===== config.mk =====
export PLATFORM = sky130hd
export DESIGN_NAME = asrm_bus_arbiter_flat
export DESIGN_NICKNAME = d
export VERILOG_FILES = /design/src/rtl/asrm_bus_arbiter_if.sv /design/src/rtl/asrm_bus_arbiter.sv /design/src/flat_wrapper.sv
export SDC_FILE = /design/constraint.sdc
export NUM_CORES = 1
export LEC_CHECK = 0
export CORE_MARGIN = 3
export CORE_UTILIZATION = 60
export CTS_CLUSTER_DIAMETER = 100
export DETAILED_ROUTE_END_ITERATION = 8
export DONT_BUFFER_PORTS = 1
export PLACE_DENSITY = 0.76
export SYNTH_ARGS = -nofsm -noshare
export SYNTH_HDL_FRONTEND = slang
export SYNTH_SLANG_ARGS = --single-unit

===== constraint.sdc =====
create_clock -name clk -period 1.9 [get_ports clk]
set_clock_uncertainty 0.15 [all_clocks]
set_input_delay 0.38 -clock clk [delete_from_list [all_inputs] [get_ports clk]]
set_output_delay 0.38 -clock clk [all_outputs]
set_load 0.02 [all_outputs]

===== src/rtl/asrm_bus_arbiter_if.sv =====
// ---------------------------------------------------------------------------
// asrm_bus_arbiter_if
//   Bundle of every signal between the two bus masters, the arbiter and the
//   single-port system memory.
//
//   Master 0 / master 1 (mX_ prefix):
//     mX_req       access request, held until mX_ready
//     mX_addr      address
//     mX_data_out  write data
//     mX_write_en  1 = write, 0 = read
//     mX_data_in   registered read data returned to the master
//     mX_ready     one-cycle completion pulse
//   Memory side:
//     mem_addr, mem_data_out, mem_write_en   driven by the arbiter
//     mem_data_in                            read data from memory
//   owner          current bus owner: 00 none, 01 m0, 10 m1
//
//   Modports:
//     master  the environment side (both masters plus the memory model)
//     slave   the arbiter side
//
//   Handshake: a master raises mX_req with addr/data/write_en stable and
//   keeps it high until it sees mX_ready for one cycle. A request still high
//   in the cycle after mX_ready is treated as a fresh request.
// ---------------------------------------------------------------------------
interface asrm_bus_arbiter_if #(
  parameter int wordsize = 16
);

  logic                m0_req;
  logic [wordsize-1:0] m0_addr;
  logic [wordsize-1:0] m0_data_out;
  logic                m0_write_en;
  logic [wordsize-1:0] m0_data_in;
  logic                m0_ready;

  logic                m1_req;
  logic [wordsize-1:0] m1_addr;
  logic [wordsize-1:0] m1_data_out;
  logic                m1_write_en;
  logic [wordsize-1:0] m1_data_in;
  logic                m1_ready;

  logic [wordsize-1:0] mem_addr;
  logic [wordsize-1:0] mem_data_out;
  logic                mem_write_en;
  logic [wordsize-1:0] mem_data_in;

  logic [1:0]          owner;

  modport master (
    output m0_req, m0_addr, m0_data_out, m0_write_en,
    input  m0_data_in, m0_ready,
    output m1_req, m1_addr, m1_data_out, m1_write_en,
    input  m1_data_in, m1_ready,
    input  mem_addr, mem_data_out, mem_write_en,
    output mem_data_in,
    input  owner
  );

  modport slave (
    input  m0_req, m0_addr, m0_data_out, m0_write_en,
    output m0_data_in, m0_ready,
    input  m1_req, m1_addr, m1_data_out, m1_write_en,
    output m1_data_in, m1_ready,
    output mem_addr, mem_data_out, mem_write_en,
    input  mem_data_in,
    output owner
  );

endinterface


===== src/rtl/asrm_bus_arbiter.sv =====
// ---------------------------------------------------------------------------
// asrm_bus_arbiter
//   Two-master round-robin arbiter for the single-port asrm system memory.
//   A granted access is latched, presented to memory for mem_latency cycles,
//   read data is captured on the last access cycle and the master receives a
//   one-cycle ready pulse in the following RESPOND cycle.
//
//   Parameters:
//     wordsize     width of address and data words
//     mem_latency  cycles from address to valid mem_data_in (1..7)
//
//   Ports:
//     clk        clock
//     reset      synchronous, active-low
//     bus        asrm_bus_arbiter_if.slave (masters, memory, owner)
//     fsm_state  current FSM state (0 IDLE, 1 ACCESS, 2 RESPOND)
//
//   Transaction timing (request seen at the posedge ending cycle 0):
//     cycles 1..mem_latency  ACCESS, memory driven from latched request
//     cycle  mem_latency+1   RESPOND, ready pulse to the granted master
//     cycle  mem_latency+2   IDLE, next request may be accepted
// ---------------------------------------------------------------------------
module asrm_bus_arbiter #(
  parameter int wordsize    = 16,
  parameter int mem_latency = 1
) (
  input  logic                  clk,
  input  logic                  reset,
  asrm_bus_arbiter_if.slave     bus,
  output logic [1:0]            fsm_state
);

  typedef enum logic [1:0] {
    IDLE    = 2'd0,
    ACCESS  = 2'd1,
    RESPOND = 2'd2
  } state_t;

  localparam logic [2:0] LAT = 3'(mem_latency);

  state_t              state;
  state_t              state_nxt;

  // grant: 0 = m0, 1 = m1. prio: master favoured on a tie (0 = m0, 1 = m1).
  logic                grant;
  logic                prio;
  logic [wordsize-1:0] lat_addr;
  logic [wordsize-1:0] lat_data;
  logic                lat_we;
  logic [2:0]          count;
  logic [wordsize-1:0] m0_rdata;
  logic [wordsize-1:0] m1_rdata;

  logic                any_req;
  logic                pick;
  logic                last_access;
  logic                first_access;

  always_comb begin
    any_req      = bus.m0_req | bus.m1_req;
    // Lone requester wins; on a tie the pointer decides.
    pick         = (bus.m0_req & bus.m1_req) ? prio : bus.m1_req;
    last_access  = (count == 3'd1);
    // The counter is loaded with LAT, so it still equals LAT only in the
    // first ACCESS cycle; this qualifies the single-cycle write strobe.
    first_access = (count == LAT);
  end

  // FSM state register
  always_ff @(posedge clk) begin
    if (!reset) begin
      state <= IDLE;
    end else begin
      state <= state_nxt;
    end
  end

  // FSM next-state and bus outputs
  always_comb begin
    state_nxt        = state;
    bus.owner        = 2'b00;
    bus.mem_addr     = '0;
    bus.mem_data_out = '0;
    bus.mem_write_en = 1'b0;
    bus.m0_ready     = 1'b0;
    bus.m1_ready     = 1'b0;
    case (state)
      IDLE: begin
        if (any_req) begin
          state_nxt = ACCESS;
        end
      end
      ACCESS: begin
        bus.owner        = grant ? 2'b10 : 2'b01;
        bus.mem_addr     = lat_addr;
        bus.mem_data_out = lat_data;
        bus.mem_write_en = lat_we & first_access;
        if (last_access) begin
          state_nxt = RESPOND;
        end
      end
      RESPOND: begin
        bus.owner    = grant ? 2'b10 : 2'b01;
        bus.m0_ready = ~grant;
        bus.m1_ready = grant;
        state_nxt    = IDLE;
      end
      default: begin
        state_nxt = IDLE;
      end
    endcase
  end

  // Request latch, latency counter, read-data capture and priority pointer
  always_ff @(posedge clk) begin
    if (!reset) begin
      grant    <= 1'b0;
      prio     <= 1'b0;
      lat_addr <= '0;
      lat_data <= '0;
      lat_we   <= 1'b0;
      count    <= 3'd0;
      m0_rdata <= '0;
      m1_rdata <= '0;
    end else begin
      case (state)
        IDLE: begin
          if (any_req) begin
            grant    <= pick;
            lat_addr <= pick ? bus.m1_addr     : bus.m0_addr;
            lat_data <= pick ? bus.m1_data_out : bus.m0_data_out;
            lat_we   <= pick ? bus.m1_write_en : bus.m0_write_en;
            count    <= LAT;
          end
        end
        ACCESS: begin
          count <= count - 3'd1;
          if (last_access && !lat_we) begin
            if (grant) begin
              m1_rdata <= bus.mem_data_in;
            end else begin
              m0_rdata <= bus.mem_data_in;
            end
          end
        end
        RESPOND: begin
          // The master just served loses the next tie.
          prio <= ~grant;
        end
        default: begin
        end
      endcase
    end
  end

  always_comb begin
    bus.m0_data_in = m0_rdata;
    bus.m1_data_in = m1_rdata;
    fsm_state      = state;
  end

endmodule


===== src/flat_wrapper.sv =====
// flat-port wrapper written by rule: the top's interface ports become plain ports
module asrm_bus_arbiter_flat 
#(
  parameter int wordsize    = 16,
  parameter int mem_latency = 1
)
  (clk, reset, fsm_state, bus_m0_req, bus_m0_addr, bus_m0_data_out, bus_m0_write_en, bus_m0_data_in, bus_m0_ready, bus_m1_req, bus_m1_addr, bus_m1_data_out, bus_m1_write_en, bus_m1_data_in, bus_m1_ready, bus_mem_addr, bus_mem_data_out, bus_mem_write_en, bus_mem_data_in, bus_owner);
  asrm_bus_arbiter_if #(.wordsize(wordsize)) bus_i ();
  input  logic clk;
  input  logic reset;
  output logic [1:0] fsm_state;
  input wire logic [$bits(bus_i.m0_req)-1:0] bus_m0_req;
  input wire logic [$bits(bus_i.m0_addr)-1:0] bus_m0_addr;
  input wire logic [$bits(bus_i.m0_data_out)-1:0] bus_m0_data_out;
  input wire logic [$bits(bus_i.m0_write_en)-1:0] bus_m0_write_en;
  output wire logic [$bits(bus_i.m0_data_in)-1:0] bus_m0_data_in;
  output wire logic [$bits(bus_i.m0_ready)-1:0] bus_m0_ready;
  input wire logic [$bits(bus_i.m1_req)-1:0] bus_m1_req;
  input wire logic [$bits(bus_i.m1_addr)-1:0] bus_m1_addr;
  input wire logic [$bits(bus_i.m1_data_out)-1:0] bus_m1_data_out;
  input wire logic [$bits(bus_i.m1_write_en)-1:0] bus_m1_write_en;
  output wire logic [$bits(bus_i.m1_data_in)-1:0] bus_m1_data_in;
  output wire logic [$bits(bus_i.m1_ready)-1:0] bus_m1_ready;
  output wire logic [$bits(bus_i.mem_addr)-1:0] bus_mem_addr;
  output wire logic [$bits(bus_i.mem_data_out)-1:0] bus_mem_data_out;
  output wire logic [$bits(bus_i.mem_write_en)-1:0] bus_mem_write_en;
  input wire logic [$bits(bus_i.mem_data_in)-1:0] bus_mem_data_in;
  output wire logic [$bits(bus_i.owner)-1:0] bus_owner;
  assign bus_i.m0_req = bus_m0_req;
  assign bus_i.m0_addr = bus_m0_addr;
  assign bus_i.m0_data_out = bus_m0_data_out;
  assign bus_i.m0_write_en = bus_m0_write_en;
  assign bus_m0_data_in = bus_i.m0_data_in;
  assign bus_m0_ready = bus_i.m0_ready;
  assign bus_i.m1_req = bus_m1_req;
  assign bus_i.m1_addr = bus_m1_addr;
  assign bus_i.m1_data_out = bus_m1_data_out;
  assign bus_i.m1_write_en = bus_m1_write_en;
  assign bus_m1_data_in = bus_i.m1_data_in;
  assign bus_m1_ready = bus_i.m1_ready;
  assign bus_mem_addr = bus_i.mem_addr;
  assign bus_mem_data_out = bus_i.mem_data_out;
  assign bus_mem_write_en = bus_i.mem_write_en;
  assign bus_i.mem_data_in = bus_mem_data_in;
  assign bus_owner = bus_i.owner;
  asrm_bus_arbiter #(.wordsize(wordsize), .mem_latency(mem_latency)) u_core (.clk(clk), .reset(reset), .bus(bus_i), .fsm_state(fsm_state));
endmodule

==> impl_metrics.py, run 1 <==
metrics = {
    "outcome": {
        "run_status": "completed",
    },
    "min_path": {
        "hold_depth": 2,
        "holdCritPathClass": "in -> reg",
    },
    "timing": {
        "post-route-min-period_ps": 1880,
        "slew_headroom_pct": 43.9,
        "hold_slack_ps": 32.6,
        "finalCritPeriodShare_pct": 98.8,
        "setup_tns_ps": 0,
        "hold_violations": 0,
        "max_freq_ghz": 0.533,
        "rsz0062_at_grt": "true",
        "maxSlewViolCount": 0,
        "worstMarginPinSlew_ps": 838,
        "setup_viol": 0,
    },
    "cells_and_area": {
        "nFillCells": 419,
        "fin_nets": 486,
        "syn_to_final_growth_pct": 14.0,
        "n_antenna_cell": 0,
        "drive_above_1_share_pct": 21.6,
    },
    "synthesis": {
        "synth_ff_type": "dfxtp_1",
        "avgSynthCellArea_um2": 8.61,
        "synth_top_cell_by_area": "dfxtp_1",
        "syn-num-nets": 492,
        "synth.area.top_cells": "dfxtp_1, mux2i_1, and2_1",
        "synth_common_cells": "dfxtp_1, nand2_1, o21ai_0, a21oi_1, and2_1",
        "synth_most_common_cell": "dfxtp_1",
        "syn_area_um2": 3450,
        "seq_area_frac_synth_pct": 41.8,
        "synth_edf_count": 0,
        "syn_inst": 400,
        "synth_warnings": 0,
        "synth-async-reset-ratio_pct": 0,
        "yosys_register_bits": 72,
        "synth_top_area_share_pct": 41.8,
        "ys_types": 32,
    },
    "grt": {
        "grt_antenna_before_repair": 0,
        "overflow": 0,
        "grt_pass1_wl_um": 13400,
        "grt_pass1_vias": 2852,
        "grt_usage_pct": 26.0,
        "grt_max_degree": 93,
    },
    "pwr": {
        "peakVddDrop_uv": 917,
        "p_per_area_nw_per_um2": 1440,
        "leakagePower_uw": 0.00157,
    },
    "worst_setup_path": {
        "crit_fanout": 2,
        "crit_type": "reg -> out",
        "crit_family": "simple AND/OR/NAND/NOR gates",
        "cp-end-kind": "primary output",
        "crit_slowest_cell": "dfxtp_2",
        "r2r.worst_path.cells": 6,
        "max_stage_delay_ps": 330,
        "cp_num_buf_inv": 2,
        "crit_required_ps": 1370,
        "critPathLaunchType": "flip-flop",
        "arrival_ps": 1350,
        "cp_cell_sequence": "inv_2 > ha_4 > and2b_1 > and3_4 > buf_6",
        "crit_cells": 5,
    },
    "routing": {
        "drc": 0,
        "wl_met1_um": 3490,
        "dr.pass1.iters": 5,
        "wire_per_inst_um": 18.4,
        "vias": 2938,
        "final_antenna_net_count": 0,
        "drt_first_iter_violations": 129,
        "dr_wl_met3_um": 886,
        "met2_length_um": 4150,
        "routed_wirelength_um": 8640,
        "top_layer_used": "met4",
        "vias_per_cell": 6.26,
    },
    "clock_tree": {
        "insertion_delay_ps": 340,
        "tritoncts": "yes",
        "clk_pin_slew_ps": 80,
        "cts_buffer_depth": 2,
        "cts-root-buf": "clkbuf_8",
        "cts_buffers": 9,
        "cts_htree_levels": 3,
        "cts_num_sinks": 72,
    },
    "die": {
        "rows": 26,
        "core_area_um2": 5340,
        "die_x_um": 81.8,
        "io_pins": 157,
        "die_area_um2": 6690,
        "initial_utilization_pct": 64.6,
        "die_y_um": 81.8,
    },
    "flow_run": {
        "drv_cap": 0,
    },
    "placed_design": {
        "io_buffers": 0,
        "dp_hpwl_um": 5620,
        "gp_congestion": 0.819,
    },
}
cell usage in the layout (no fill, tap or decap), types with 2 or more instances in the layout:
master,count
clkbuf_8,9
o21ai_1,30
ha_1,2
and2_4,32
inv_1,2
inv_2,2
dfxtp_4,2
and2_1,2
mux2i_1,33
o21a_1,2
dfxtp_2,2
nand4b_1,3
a21oi_1,34
buf_12,3
and2b_1,2
nor2b_1,2
buf_4,13
nor2_1,2
bufinv_16,4
nand2_1,53
a31oi_1,33
ha_4,3
o21ai_0,37
dfxtp_1,68
nor2b_2,2
inv_6,2
buf_6,4
cell families after synthesis:
| kind of cell | count (synthesis) | share of synthesized area (%) |
|---|---|---|
| AND/OR/NAND/NOR | 104 | 16.3 |
| multiplexers | 33 | 9.59 |
| adder cells (fa/ha/maj) | 6 | 2.18 |
| buffers and inverters | 43 | 7.23 |
| AO/OA/AOI/OAI | 142 | 22.9 |
| flip-flops | 72 | 41.8 |
what timing repair did:
item / in CTS / in global routing
setup buffers: 0 / 4
endpoints found under the setup margin: 35 / 36
pin swaps: 1 / 8
cloned: 0 / 0
endpoints found under the hold margin: 1 / 0
hold buffers: 1 / 0
gates resized for setup: 53 / 41
flip-flops by register name (all words and copies together) (netlist names):
name and flops:
u_core.bus.m0_data_in 16, u_core.bus.m1_data_in 16, u_core.fsm_state 2, u_core.count 3
u_core.prio 1, u_core.lat_we 1, u_core.lat_data 16, u_core.grant 1
u_core.lat_addr 16
final timing paths:
check / from / endpoint / slack, ps
max: u_core.count[1]$_SDFFE_PN0P_ / bus_mem_write_en / 20
min: reset / u_core.lat_data[7]$_SDFFE_PN0P_ / 30
max reg2reg: u_core.fsm_state[1]$_SDFFE_PN0P_ / u_core.bus.m0_data_in[10]$_SDFFE_PN0P_ / 240
min reg2reg: u_core.count[1]$_SDFFE_PN0P_ / u_core.count[1]$_SDFFE_PN0P_ / 330
final cells by class:
| type | count | area, µm² | share of cell area (%) |
|---|---|---|---|
| multi-input combinational | 285 | 1890 | 48.0 |
| sequential | 72 | 1450 | 37.0 |
| timing repair buffer | 21 | 213 | 5.42 |
| clock inverter | 7 | 143 | 3.63 |
| clock buffer | 9 | 124 | 3.15 |
| tap | 70 | 87.6 | 2.23 |
| inverter | 5 | 23.8 | 0.605 |
layer usage:
layer	global-route usage [%]	vias up
li1	-	1394
met1	31.3	1388
met2	42.7	145
met3	8.88	11
met4	9.80	0
met5	0	-
metrics by stage:
stage | worst slack, ps | cells | power (µW) | utilization, % | instance area [µm²]
floorplan | 0.714 | 400 | 3400 | - | 3450
global placement | 181 | 448 | 3660 | 64.4 | 3440
global route | -32.0 | 469 | 5970 | 73.6 | 3930
finish | 23.0 | 469 | 5660 | 73.6 | 3930
detailed placement | 113 | 448 | 3700 | 64.4 | 3440
CTS | -23.5 | 465 | 5460 | 71.6 | 3820
power breakdown:
part / leakage [µW] / internal, µW / switching, µW
registers: 0.000592 / 1840 / 274
clock network: 0.000134 / 1010 / 593
logic: 0.000846 / 873 / 1070
No activity file was read; power rests on OpenSTA's default activity.
==> run 2: changes to the inputs <==
Settings changed: CTS_BUF_LIST from default to sky130_fd_sc_hd__clkbuf_2 sky130_fd_sc_hd__clkbuf_4 sky130_fd_sc_hd__clkbuf_8.
==> results of run 2 <==
Final layout, timing and power as in run 1 (identical DEF).
